$ cat config.mk
export PLATFORM = sky130hd
export DESIGN_NAME = ppu_lane_sequencer
export DESIGN_NICKNAME = d
export VERILOG_FILES = /design/src/rtl/ppu_pkg.sv /design/src/rtl/ppu_lane_sequencer.sv
export SDC_FILE = /design/constraint.sdc
export NUM_CORES = 1
export LEC_CHECK = 0
export BUFFER_PORTS_ARGS = -buffer_cell sky130_fd_sc_hd__buf_4
export CAP_MARGIN = 20
export CORE_ASPECT_RATIO = 0.75
export CORE_MARGIN = 2
export CORE_UTILIZATION = 52
export DETAILED_ROUTE_END_ITERATION = 8
export GPL_TIMING_DRIVEN = 0
export PLACE_DENSITY_LB_ADDON = 0.1
export SLEW_MARGIN = 40
export SYNTH_ARGS = -nofsm -noshare
export SYNTH_HDL_FRONTEND = slang
export SYNTH_SLANG_ARGS = --single-unit
$ cat constraint.sdc
create_clock -name clk_i -period 1.9 [get_ports clk_i]
set_input_delay 0.095 -clock clk_i [delete_from_list [all_inputs] [get_ports clk_i]]
set_output_delay 0.095 -clock clk_i [all_outputs]
set_load 0.05 [all_outputs]
$ cat src/rtl/ppu_pkg.sv
// Definitions shared by the PPU request path: opcode encoding, default lane
// count and the state type of the lane sequencer.
package ppu_pkg;

  localparam int PPU_OP_WIDTH    = 3;
  localparam int PPU_NUM_DEFAULT = 2;

  typedef enum logic [PPU_OP_WIDTH-1:0] {
    PPU_OP_ADD = 3'd0,
    PPU_OP_SUB = 3'd1,
    PPU_OP_MUL = 3'd2,
    PPU_OP_MIN = 3'd3,
    PPU_OP_MAX = 3'd4,
    PPU_OP_AND = 3'd5,
    PPU_OP_OR  = 3'd6,
    PPU_OP_XOR = 3'd7
  } ppu_op_e;

  typedef enum logic [1:0] {
    SEQ_IDLE  = 2'd0,
    SEQ_ISSUE = 2'd1,
    SEQ_DRAIN = 2'd2,
    SEQ_DONE  = 2'd3
  } seq_state_e;

endpackage

$ cat src/rtl/ppu_lane_sequencer.sv
// Serialises a packed multi-lane PPU request onto one pipelined lane core and
// reassembles the in-order lane results into a single packed completion.
module ppu_lane_sequencer #(
  parameter  int PPU_NUM      = ppu_pkg::PPU_NUM_DEFAULT,
  parameter  int PPU_OP_WIDTH = ppu_pkg::PPU_OP_WIDTH,
  localparam int LANE_W       = 32 / PPU_NUM
) (
  input  logic                    clk_i,
  input  logic                    rst_i,
  input  logic                    in_valid_i,
  input  logic [31:0]             operand1_i,
  input  logic [31:0]             operand2_i,
  input  logic [PPU_OP_WIDTH-1:0] op_i,
  output logic [31:0]             result_o,
  output logic                    out_valid_o,
  output logic                    core_valid_o,
  output logic [LANE_W-1:0]       core_op1_o,
  output logic [LANE_W-1:0]       core_op2_o,
  output logic [PPU_OP_WIDTH-1:0] core_op_o,
  input  logic                    core_valid_i,
  input  logic [LANE_W-1:0]       core_result_i
);
  import ppu_pkg::*;

  localparam int             CW        = $clog2(PPU_NUM) + 1;
  localparam logic [CW-1:0]  LAST_LANE = CW'(PPU_NUM - 1);
  localparam logic [CW-1:0]  NUM_LANES = CW'(PPU_NUM);

  seq_state_e              state_q, state_d;
  logic [31:0]             op1_q, op1_d, op2_q, op2_d;
  logic [31:0]             buf_q, buf_d, result_q, result_d;
  logic [PPU_OP_WIDTH-1:0] op_q, op_d;
  logic [CW-1:0]           iss_cnt_q, iss_cnt_d, ret_cnt_q, ret_cnt_d;
  logic                    abort_q, abort_d;
  logic                    collect, last_ret, abort_now;
  logic [LANE_W-1:0]       op1_lane [PPU_NUM];
  logic [LANE_W-1:0]       op2_lane [PPU_NUM];

  for (genvar gi = 0; gi < PPU_NUM; gi++) begin : g_lane
    assign op1_lane[gi] = op1_q[LANE_W*gi +: LANE_W];
    assign op2_lane[gi] = op2_q[LANE_W*gi +: LANE_W];
  end

  // Past the last lane the mux falls through to zero rather than aliasing lane 0.
  always_comb begin : lane_mux
    core_op1_o = '0;
    core_op2_o = '0;
    for (int k = 0; k < PPU_NUM; k++) begin
      if (iss_cnt_q == CW'(k)) begin
        core_op1_o = op1_lane[k];
        core_op2_o = op2_lane[k];
      end
    end
  end

  assign core_op_o = op_q;
  assign result_o  = result_q;

  always_comb begin : next_state
    state_d      = state_q;
    op1_d        = op1_q;
    op2_d        = op2_q;
    op_d         = op_q;
    buf_d        = buf_q;
    result_d     = result_q;
    iss_cnt_d    = iss_cnt_q;
    ret_cnt_d    = ret_cnt_q;
    abort_d      = abort_q;
    core_valid_o = 1'b0;
    out_valid_o  = 1'b0;

    collect   = (state_q == SEQ_ISSUE || state_q == SEQ_DRAIN) && core_valid_i
                && (ret_cnt_q < NUM_LANES);
    last_ret  = collect && (ret_cnt_q == LAST_LANE);
    abort_now = abort_q || !in_valid_i;

    if (collect) begin
      for (int k = 0; k < PPU_NUM; k++) begin
        if (ret_cnt_q == CW'(k)) buf_d[LANE_W*k +: LANE_W] = core_result_i;
      end
      ret_cnt_d = ret_cnt_q + CW'(1);
    end

    unique case (state_q)
      SEQ_IDLE: begin
        if (in_valid_i) begin
          op1_d     = operand1_i;
          op2_d     = operand2_i;
          op_d      = op_i;
          iss_cnt_d = '0;
          ret_cnt_d = '0;
          abort_d   = 1'b0;
          state_d   = SEQ_ISSUE;
        end
      end
      SEQ_ISSUE: begin
        core_valid_o = 1'b1;
        iss_cnt_d    = iss_cnt_q + CW'(1);
        abort_d      = abort_now;
        if (iss_cnt_q == LAST_LANE) state_d = SEQ_DRAIN;
      end
      SEQ_DRAIN: abort_d = abort_now;
      SEQ_DONE: begin
        out_valid_o = 1'b1;
        state_d     = SEQ_IDLE;
      end
      default: state_d = SEQ_IDLE;
    endcase

    // Final return wins over ISSUE->DRAIN, which covers a zero-latency core.
    if (last_ret) begin
      if (abort_now) begin
        state_d = SEQ_IDLE;
      end else begin
        state_d  = SEQ_DONE;
        result_d = buf_d;
      end
    end
  end

  always_ff @(posedge clk_i) begin
    if (rst_i) begin
      state_q   <= SEQ_IDLE;
      op1_q     <= '0;
      op2_q     <= '0;
      op_q      <= '0;
      buf_q     <= '0;
      result_q  <= '0;
      iss_cnt_q <= '0;
      ret_cnt_q <= '0;
      abort_q   <= 1'b0;
    end else begin
      state_q   <= state_d;
      op1_q     <= op1_d;
      op2_q     <= op2_d;
      op_q      <= op_d;
      buf_q     <= buf_d;
      result_q  <= result_d;
      iss_cnt_q <= iss_cnt_d;
      ret_cnt_q <= ret_cnt_d;
      abort_q   <= abort_d;
    end
  end

endmodule

==> out/qor.yml, run 1 <==
detailed_routing:
  ant_nets: 0
  vias: 5666
  wirelength_mm: 17.0
  drt_iter0_drc: 381
  wl_per_cell_um: 15.8
  drc_errors: 0
  vias_per_cell: 5.28
  dr.pass1.iters: 5
yosys:
  postSynthAreaPerCell_um2: 8.26
  yosysUniqueCellTypes: 32
  ys_async_sr_fraction: 0
  synth_top_area_share: 0.505
  synth-main-ff-cell: "dfxtp_1"
  synth_area_um2: 5470
  syn_inst: 662
  synth_edf_count: 0
  ys_seq_elements: 138
  yosys.area.top_type: "dfxtp_1"
  yosys_warnings: 0
  ys_seq_area_frac: 0.505
  synth_area_leaders: "dfxtp_1 51%, nand2_1 14%, a21oi_1 6.5%, mux2i_1 5.9%, nor2_1 4.6%"
  synth_nets: 757
die:
  start_util: 0.533
  die_h_um: 92.8
  die_x_um: 122
  coreArea_um2: 10200
  rows: 32
  num_io_pins: 156
  dieArea_um2: 11400
sta:
  setup_tns_ns: 0
  finalHoldViolCount: 0
  min_period_over_period: 0.975
  fin_skew_ns: 0.00904
  period_minus_slack_ns: 1.85
  max_freq_mhz: 540
  maxSlewViolCount: 0
  grt_setup_unrepaired: "true"
  tightest_slew_ns: 0.696
  layout_setup_ws_ns: 0.0473
  setup_viol: 0
  slew-limit-headroom: 0.536
global_routing:
  antenna_found_initial: 0
  grt_pass1_vias: 5417
  grtUsageTotal: 0.298
  globalRouteOverflowTotal: 0
  grt_pass1_wl_mm: 26.2
  grt_max_degree: 17
critical_path:
  cp-end-kind: "register"
  rr_endpoint: "result_o[15]"
  startpoint_type: "register"
  ff2ff_path_depth: 8
  crit_fanout: 10
  crit_end: "result_o[15]"
  crit_arrival_ns: 2.12
  r2r_slack_ns: 0.05
  path_class: "reg2reg"
  r2r_start: "state_q[0]"
  critPathRequiredTime_ns: 2.17
  crit_start: "state_q[0]"
pwr:
  p_per_area_nw_per_um2: 1290
  p_leak_nw: 3.70
  total_power_mw: 11.0
  vdd_drop_max_uv: 772
clock_tree:
  h-tree-depth: 4
  clk_latency_ns: 0.41
  cts_max_path_buffers: 2
  cts_sinks: 138
  cts_buffers: 17
  tritoncts: "built"
  clk_pin_slew_ns: 0.06
  root_buffer: "clkbuf_16"
final_layout:
  drive_gt1_frac: 0.268
  diodes: 0
  final_common_cell: "nand2_1"
  ff_latch_area_um2: 2770
  layout_common_cells: "201 x nand2_1, 150 x buf_4, 136 x dfxtp_1"
  area_growth_pct: 55.9
  fillCellCount: 616
  multi_input_area_um2: 2480
  fin_nets: 1021
  postLayoutCellArea_um2: 8520
flow_run:
  drv_cap: 0
run_status:
  outcome: "complete, no violations"
placement:
  port_buffers: 154
  dp_hpwl_mm: 10.7
  place_area_um2: 6790
  dp_slack_ns: -0.0433
  gp_congestion: 0.846
hold_path:
  min_from: "core_valid_i"
  hold_class: "in2reg"
cell families after synthesis:
| kind of cell | Yosys count | share of synthesized area |
|---|---|---|
| muxes | 32 | 0.0586 |
| DFF | 138 | 0.505 |
| xor gates and xnor gates | 1 | 0.00160 |
| and+or+nand+nor | 280 | 0.204 |
| buffers and inverters | 58 | 0.0520 |
| adders and majority gates | 8 | 0.0183 |
| AOI/OAI and AO/OA | 145 | 0.160 |
report_power, final:
group | total (mW) | switching (mW) | internal (mW) | leakage, nW
Sequential | 3.52 | 0.215 | 3.31 | 1.12
Combinational | 4.12 | 2.59 | 1.53 | 2.29
Clock | 3.37 | 1.25 | 2.12 | 0.287
metal layers:
metal | up-vias | global-route usage | share of wire
met5 | - | 0 | 0
met4 | 0 | 0.0795 | 0.015
met3 | 28 | 0.0862 | 0.072
met2 | 236 | 0.492 | 0.48
met1 | 2680 | 0.382 | 0.44
li1 | 2722 | - | -
worst max-delay path, stage by stage, from the launching register on:
cell      delay (ns)
dfxtp_4         0.38
inv_4           0.05
ha_4            0.24
buf_6           0.12
buf_4           0.15
nand3_4         0.17
buf_8           0.19
mux2i_1         0.29
a211oi_2        0.11
worst min-delay path by stage:
stage                              end  slack, ns  cells after the start
after floorplan               op1_q[0]       0.23                      2
after global placement       op2_q[22]       0.34                      3
after detailed placement     op2_q[20]       0.35                      3
after CTS                 ret_cnt_q[1]       0.03                      3
after global routing      ret_cnt_q[1]       0.05                      3
final                     ret_cnt_q[1]       0.05                      3
layout make-up:
cell class,instances,area share
repair buffers,245,0.251
inverters,7,0.00338
clock buffers,19,0.0532
flip-flops and latches,138,0.325
multi-input cells,466,0.291
plain buffers,51,0.0396
clock inverters,12,0.0175
well taps,136,0.0200
registers in the layout, indices dropped and copies added, names as in the netlist:
signal / flops
state_q: 2
buf_q: 32
core_op_o: 3
op2_q: 32
ret_cnt_q: 2
abort_q: 1
op1_q: 32
iss_cnt_q: 2
result_o: 32
Yosys cell counts (all sizes together) (2+ instances only):
| library cell | number |
|---|---|
| nand2 | 201 |
| dfxtp | 138 |
| a21oi | 71 |
| nor2 | 67 |
| o21ai | 35 |
| a211oi | 32 |
| mux2i | 32 |
| clkbuf | 29 |
| buf | 22 |
| ha | 8 |
| inv | 7 |
| nand3 | 3 |
| nor3 | 3 |
| o21a | 3 |
| a31oi | 2 |
| and2 | 2 |
through the flow:
stage	hold WS (ns)	cells	util
after floorplan	0.231	662	-
after global placement	0.344	952	0.663
final	0.0536	1074	0.831
after detailed placement	0.352	952	0.663
after global routing	0.0500	1074	0.831
after CTS	0.0319	1069	0.809
what timing repair did:
action	CTS	global route
cloned	0	2
buffers inserted	2	3
pin swaps	0	15
resized for setup	20	62
hold buffers	84	0
hold endpoints to repair	99	0
endpoints found under the setup margin	58	93
(Power assumes the default switching activity.)
==> inputs of run 2 (changes only) <==
ABC_AREA = 1   (was not set)
CORE_UTILIZATION = 53   (was 52)
==> run 2 against run 1 <==
Die area up 6.2%. Combinational power grew 11%. Critical endpoint is now core_op1_o[11]. Sequential share of layout area fell by 0.63 points. Clock skew up 0.0022 ns. Non-clock buffer count is 16 lower. Highest routed layer unchanged. Via count rose by 13%. Setup slack improved by 0.057 ns. Core utilization is 3.5 points lower. Hold slack worse by 0.035 ns.
==> out/qor.yml, run 2 <==
run_status:
  outcome: "complete, no violations"  # unchanged
detailed_routing:
  wirelength_mm: 17.3  # was 17.0 mm
  ant_nets: 0  # unchanged
  vias_per_cell: 5.00  # was 5.28
  dr.pass1.iters: 5  # unchanged
  drt_iter0_drc: 556  # was 381
  wl_per_cell_um: 13.4  # was 15.8 um
  drc_errors: 0  # unchanged
  vias: 6423  # was 5666
clock_tree:
  root_buffer: "clkbuf_16"  # unchanged
  clk_latency_ns: 0.42  # was 0.41 ns
  h-tree-depth: 4  # unchanged
  cts_max_path_buffers: 2  # unchanged
  cts_buffers: 17  # unchanged
  cts_sinks: 138  # unchanged
  clk_pin_slew_ns: 0.06  # about the same
  tritoncts: "built"  # unchanged
critical_path:
  r2r_start: "state_q[0]"  # unchanged
  crit_arrival_ns: 1.70  # was 2.12 ns
  ff2ff_path_depth: 9  # was 8
  crit_fanout: 10  # unchanged
  path_class: "reg2out"  # was reg2reg
  r2r_slack_ns: 0.13  # was 0.05 ns
  rr_endpoint: "result_o[25]"  # was result_o[15]
  critPathRequiredTime_ns: 1.80  # was 2.17 ns
  cp-end-kind: "primary output"  # was register
  startpoint_type: "register"  # unchanged
  crit_start: "iss_cnt_q[1]"  # was state_q[0]
  crit_end: "core_op1_o[11]"  # was result_o[15]
pwr:
  p_seq_frac: 0.309  # was 0.320
  comb_power_share: 0.384  # was 0.374
  vdd_drop_max_uv: 849  # was 772 uV
  netSwitchingFraction: 0.386  # was 0.368
  pwr-share-clk: 0.308  # was 0.306
  p_leak_nw: 4.28  # was 3.70 nW
  power_switching_mw: 4.61  # was 4.06 mW
  p_int_mw: 7.32  # was 6.96 mW
  p_per_area_nw_per_um2: 1370  # was 1290 nW/um2
  total_power_mw: 11.9  # was 11.0 mW
yosys:
  yosys.area.top_type: "dfxtp_1"  # unchanged
  ys_async_sr_fraction: 0  # unchanged
  ys_seq_area_frac: 0.466  # was 0.505
  synth_top_area_share: 0.466  # was 0.505
  synth_area_leaders: "dfxtp_1 47%, nand2_1 15%, nor2_1 13%, o21ai_0 7.1%, nand3_1 4.5%"  # was dfxtp_1 51%, nand2_1 14%, a21oi_1 6.5%, mux2i_1 5.9%, nor2_1 4.6%
  synth_nets: 985  # was 757
  synth_edf_count: 0  # unchanged
  yosys-top-cells-count: "241 x nand2_1, 204 x nor2_1, 138 x dfxtp_1"  # was 201 x nand2_1, 138 x dfxtp_1, 71 x a21oi_1
  syn_inst: 890  # was 662
  postSynthAreaPerCell_um2: 6.66  # was 8.26 um2
  ys_seq_elements: 138  # unchanged
  synth_most_common_cell: "nand2_1"  # unchanged
  yosysUniqueCellTypes: 19  # was 32
  yosys_warnings: 0  # unchanged
  synth_area_um2: 5930  # was 5470 um2
  synth-main-ff-cell: "dfxtp_1"  # unchanged
flow_run:
  drv_cap: 0  # unchanged
final_layout:
  final_common_cell: "nand2_1"  # unchanged
  postLayoutCellArea_um2: 8680  # was 8520 um2
  fin_nets: 1227  # was 1021
  fillCellCount: 784  # was 616
  postLayoutCoreUtil: 0.796  # was 0.831
  area_growth_pct: 46.3  # was 55.9%
  final_cells: 1284  # was 1074
  diodes: 0  # unchanged
  layout_common_cells: "241 x nand2_1, 201 x nor2_1, 158 x buf_4"  # was 201 x nand2_1, 150 x buf_4, 136 x dfxtp_1
  drive_gt1_frac: 0.201  # was 0.268
placement:
  port_buffers: 154  # unchanged
  placedCellCount: 1184  # was 952
  dp_hpwl_mm: 11.4  # was 10.7 mm
  gp_congestion: 0.888  # was 0.846
  place_area_um2: 7260  # was 6790 um2
sta:
  setup_viol: 0  # unchanged
  setup_tns_ns: 0  # unchanged
  tightest_slew_ns: 0.513  # was 0.696 ns
  min_period_over_period: 0.945  # was 0.975
  finalHoldViolCount: 0  # unchanged
  max_freq_mhz: 557  # was 540 MHz
  fin_skew_ns: 0.0113  # was 0.00904 ns
  maxSlewViolCount: 0  # unchanged
  slew-limit-headroom: 0.658  # was 0.536
  grt_setup_unrepaired: "false"  # was true
  period_minus_slack_ns: 1.80  # was 1.85 ns
global_routing:
  grt_pass1_wl_mm: 28.5  # was 26.2 mm
  antenna_found_initial: 0  # unchanged
  grt_max_degree: 17  # unchanged
  globalRouteOverflowTotal: 0  # unchanged
  grt_pass1_vias: 5959  # was 5417
  grtUsageTotal: 0.300  # was 0.298
die:
  rows: 33  # was 32
  die_x_um: 126  # was 122 um
  num_io_pins: 156  # unchanged
  start_util: 0.544  # was 0.533
  dieArea_um2: 12100  # was 11400 um2
  coreArea_um2: 10900  # was 10200 um2
  die_h_um: 95.6  # was 92.8 um
hold_path:
  hold_class: "in2reg"  # unchanged
==> run 2: cell types whose count changed after synthesis, moves of 3 or more <==
cell,before,now
inv_1,7,61
mux2i_1,32,0
a211oi_2,10,0
o21a_1,3,0
clkbuf_1,28,37
nand2_1,201,241
nor2_1,67,204
nand3_1,1,53
a211oi_1,22,0
buf_4,4,0
buf_2,11,16
a21oi_1,71,37
o21ai_0,35,84
==> run 2: power by group through the flow <==
stage	combinational, mW	sequential, mW	clock [mW]
after global routing	5.03	3.73	3.81
after detailed placement	4.24	3.72	0
after global placement	4.20	3.70	0
after floorplan	2.95	3.81	0
final	4.57	3.68	3.67
after CTS	4.48	3.66	3.67
==> run 2: worst min path at each step <==
stage	startpoint	endpoint	slack [ns]	depth (start not counted)
5_1_grt	core_result_i[13]	buf_q[29]	0.02	3
2_1_floorplan	operand1_i[16]	op1_q[16]	0.24	2
3_3_place_gp	operand1_i[16]	op1_q[16]	0.34	3
6_report	core_result_i[13]	buf_q[29]	0.02	3
4_1_cts	core_result_i[15]	buf_q[31]	0.003	3
3_5_place_dp	operand1_i[16]	op1_q[16]	0.35	3
==> run 2: logic make-up after synthesis <==
logic type               count (synthesis)  synth area share
AO/OA/AOI/OAI                          122             0.103
buffers and inverters                  119            0.0800
AND/OR/NAND/NOR                        503             0.334
adder cells (fa/ha/maj)                  8            0.0169
flip-flops                             138             0.466
==> run 2: area by class of cell <==
type / instances / area (um2) / area share
buffer: 56 / 280 / 0.0323
timing repair buffer: 224 / 1860 / 0.214
clock inverter: 11 / 194 / 0.0224
inverter: 62 / 233 / 0.0268
tap: 140 / 175 / 0.0202
clock buffer: 20 / 457 / 0.0526
multi-input combinational: 633 / 2720 / 0.313
sequential: 138 / 2760 / 0.319
==> run 2: metal layers <==
metal	routed length, um	global-route usage
met1	7890	0.409
met2	7580	0.463
met3	1340	0.0651
met4	450	0.126
met5	0	0
==> run 2: worst max-delay path, cell delays in order (launching register included) <==
cell      delay (ns)
dfxtp_1         0.32
inv_1           0.06
ha_2            0.22
inv_2           0.10
clkbuf_4        0.20
nand3_1         0.09
nand2_1         0.08
buf_4           0.20
==> run 2: what timing repair did <==
item,4_1_cts,5_1_grt
pin swaps,0,1
hold buffers,68,0
endpoints found under the hold margin,68,0
gates resized for setup,17,27
setup endpoints to repair,54,73
setup buffers,1,1
==> run 2: stage by stage <==
| step | hold slack [ns] | setup slack [ns] |
|---|---|---|
| floorplan | 0.244 | 0.252 |
| global placement | 0.337 | -0.0713 |
| detailed placement | 0.346 | -0.0663 |
| CTS | 0.00337 | 0.0276 |
| global route | 0.0188 | 0.000399 |
| finish | 0.0191 | 0.105 |
==> inputs of run 3 (changes only) <==
CORE_UTILIZATION = 51   (was 53)
==> run 3 against run 2 <==
The run now ends with negative hold slack left. Cell area down 1.1%. Core utilization shrank 4.9 points. Non-clock buffer count shrank 6. Die area up 3.8%. Combinational power about the same. Maximum frequency shrank 1.4%. Critical path type unchanged. Critical endpoint is now core_op1_o[5]. Largest power group unchanged.
==> out/qor.yml, run 3 (synthesized netlist as in run 2, its figures left out) <==
final_layout:
  fin_nets: 1221  # was 1227
  drive_gt1_frac: 0.198  # was 0.201
  diodes: 0  # unchanged
  fillCellCount: 933  # was 784
  final_cells: 1282  # was 1284
  area_growth_pct: 44.8  # was 46.3%
  final_common_cell: "nand2_1"  # unchanged
  layout_common_cells: "241 x nand2_1, 204 x nor2_1, 151 x buf_4"  # was 241 x nand2_1, 201 x nor2_1, 158 x buf_4
pwr:
  p_seq_frac: 0.319  # was 0.309
  power_switching_mw: 4.59  # was 4.61 mW
  total_power_mw: 11.5  # was 11.9 mW
  p_int_mw: 6.92  # was 7.32 mW
  comb_power_share: 0.400  # was 0.384
  vdd_drop_max_uv: 918  # was 849 uV
  pwr-share-clk: 0.281  # was 0.308
  netSwitchingFraction: 0.399  # was 0.386
  p_leak_nw: 4.22  # was 4.28 nW
  p_per_area_nw_per_um2: 1340  # was 1370 nW/um2
critical_path:
  crit_arrival_ns: 1.72  # was 1.70 ns
  startpoint_type: "register"  # unchanged
  critPathRequiredTime_ns: 1.80  # about the same
  path_cells: "inv_1 > ha_2 > inv_2 > clkbuf_8 > nand3_1 > nand2_1 > buf_4"  # was inv_1 > ha_2 > inv_2 > clkbuf_4 > nand3_1 > nand2_1 > buf_4
  cp-end-kind: "primary output"  # unchanged
  crit_fanout: 10  # unchanged
  cp_slowest_cell: "dfxtp_1"  # unchanged
  path_class: "reg2out"  # unchanged
  cpPeakStageDelay_ns: 0.33  # was 0.32 ns
die:
  rows: 34  # was 33
  die_h_um: 97.4  # was 95.6 um
  dieArea_um2: 12500  # was 12100 um2
  coreArea_um2: 11500  # was 10900 um2
  start_util: 0.516  # was 0.544
  num_io_pins: 156  # unchanged
  die_x_um: 129  # was 126 um
placement:
  dp_hpwl_mm: 11.6  # was 11.4 mm
  placedCellCount: 1188  # was 1184
  gp_congestion: 0.922  # was 0.888
  port_buffers: 154  # unchanged
flow_run:
  drv_cap: 0  # unchanged
hold_path:
  hold_class: "in2reg"  # unchanged
sta:
  worst_hold_slack_ns: -0.00199  # was 0.0191 ns
  min_period_over_period: 0.958  # was 0.945
  grt_setup_unrepaired: "false"  # unchanged
  fin_skew_ns: 0.0100  # was 0.0113 ns
  period_minus_slack_ns: 1.82  # was 1.80 ns
  finalHoldViolCount: 1  # was 0
  max_freq_mhz: 550  # was 557 MHz
  setup_viol: 0  # unchanged
  maxSlewViolCount: 0  # unchanged
  tightest_slew_ns: 0.524  # was 0.513 ns
  slew-limit-headroom: 0.651  # was 0.658
  setup_tns_ns: 0  # unchanged
global_routing:
  grt_pass1_wl_mm: 27.8  # was 28.5 mm
  globalRouteOverflowTotal: 0  # unchanged
  grt_max_degree: 20  # was 17
  grt_pass1_vias: 5919  # was 5959
  antenna_found_initial: 0  # unchanged
  grtUsageTotal: 0.279  # was 0.300
clock_tree:
  h-tree-depth: 4  # unchanged
  clk_latency_ns: 0.41  # was 0.42 ns
  clk_pin_slew_ns: 0.05  # was 0.06 ns
  root_buffer: "clkbuf_16"  # unchanged
  cts_sinks: 138  # unchanged
  cts_max_path_buffers: 2  # unchanged
  cts_buffers: 17  # unchanged
  tritoncts: "built"  # unchanged
detailed_routing:
  dr.pass1.iters: 5  # unchanged
  vias_per_cell: 4.97  # was 5.00
  wirelength_mm: 17.3  # about the same
  ant_nets: 0  # unchanged
  drc_errors: 0  # unchanged
  vias: 6377  # was 6423
  wl_per_cell_um: 13.5  # was 13.4 um
  drt_iter0_drc: 502  # was 556
run_status:
  failed_checks: "negative hold slack"
  outcome: "finished, violations left"  # was complete, no violations
==> run 3: path summary, 6_finish.rpt <==
path | start | end | slack [ns] | cells past startpoint
max | iss_cnt_q[1] | core_op1_o[5] | 0.08 | 7
min | operand2_i[7] | op2_q[7] | -0.002 | 3
max reg2reg | state_q[1] | result_o[24] | 0.13 | 9
min reg2reg | buf_q[23] | buf_q[23] | 0.47 | 2
==> run 3: routing by layer <==
layer / share of wire / vias to the layer above / GRT usage / wire, um
met3: 0.064 / 31 / 0.0512 / 1110
met5: 0 / - / 0 / 0
met1: 0.48 / 2894 / 0.395 / 8310
met2: 0.44 / 214 / 0.436 / 7570
li1: - / 3238 / - / -
met4: 0.019 / 0 / 0.0844 / 325
==> run 3: critical path: cells and delay by family, from the launching register on <==
family | cells | cell delay, ns
simple gates | 2 | 0.18
flops | 1 | 0.33
fa+ha+maj | 1 | 0.22
buf+inv | 4 | 0.58
==> run 3: timing repair <==
action / in CTS / in global routing
endpoints found under the hold margin: 64 / 0
endpoints found under the setup margin: 40 / 97
hold buffers: 64 / 0
buffers inserted: 1 / 0
gates resized for setup: 22 / 22
==> run 3: layout make-up <==
class	count	area, um2	share of cell area
well taps	144	180	0.0210
clock buffers	20	457	0.0532
inverters	62	233	0.0271
flip-flops and latches	138	2760	0.322
plain buffers	55	295	0.0344
multi-input cells	633	2710	0.316
repair buffers	219	1820	0.212
clock inverters	11	123	0.0143
==> run 3: power by group through the flow <==
stage	clock network (mW)	logic, mW	registers (mW)
5_1_grt	3.39	5.03	3.72
3_5_place_dp	0	4.26	3.72
6_report	3.24	4.60	3.67
4_1_cts	3.24	4.48	3.66
2_1_floorplan	0	2.95	3.81
3_3_place_gp	0	4.21	3.70
==> run 3: through the flow <==
stage | util | area (um2) | setup slack (ns)
after floorplan | - | 5930 | 0.252
after global placement | 0.633 | 7270 | -0.0912
after detailed placement | 0.633 | 7270 | -0.127
after CTS | 0.744 | 8540 | 0.00940
after global routing | 0.747 | 8590 | 0.00198
final | 0.747 | 8590 | 0.0802
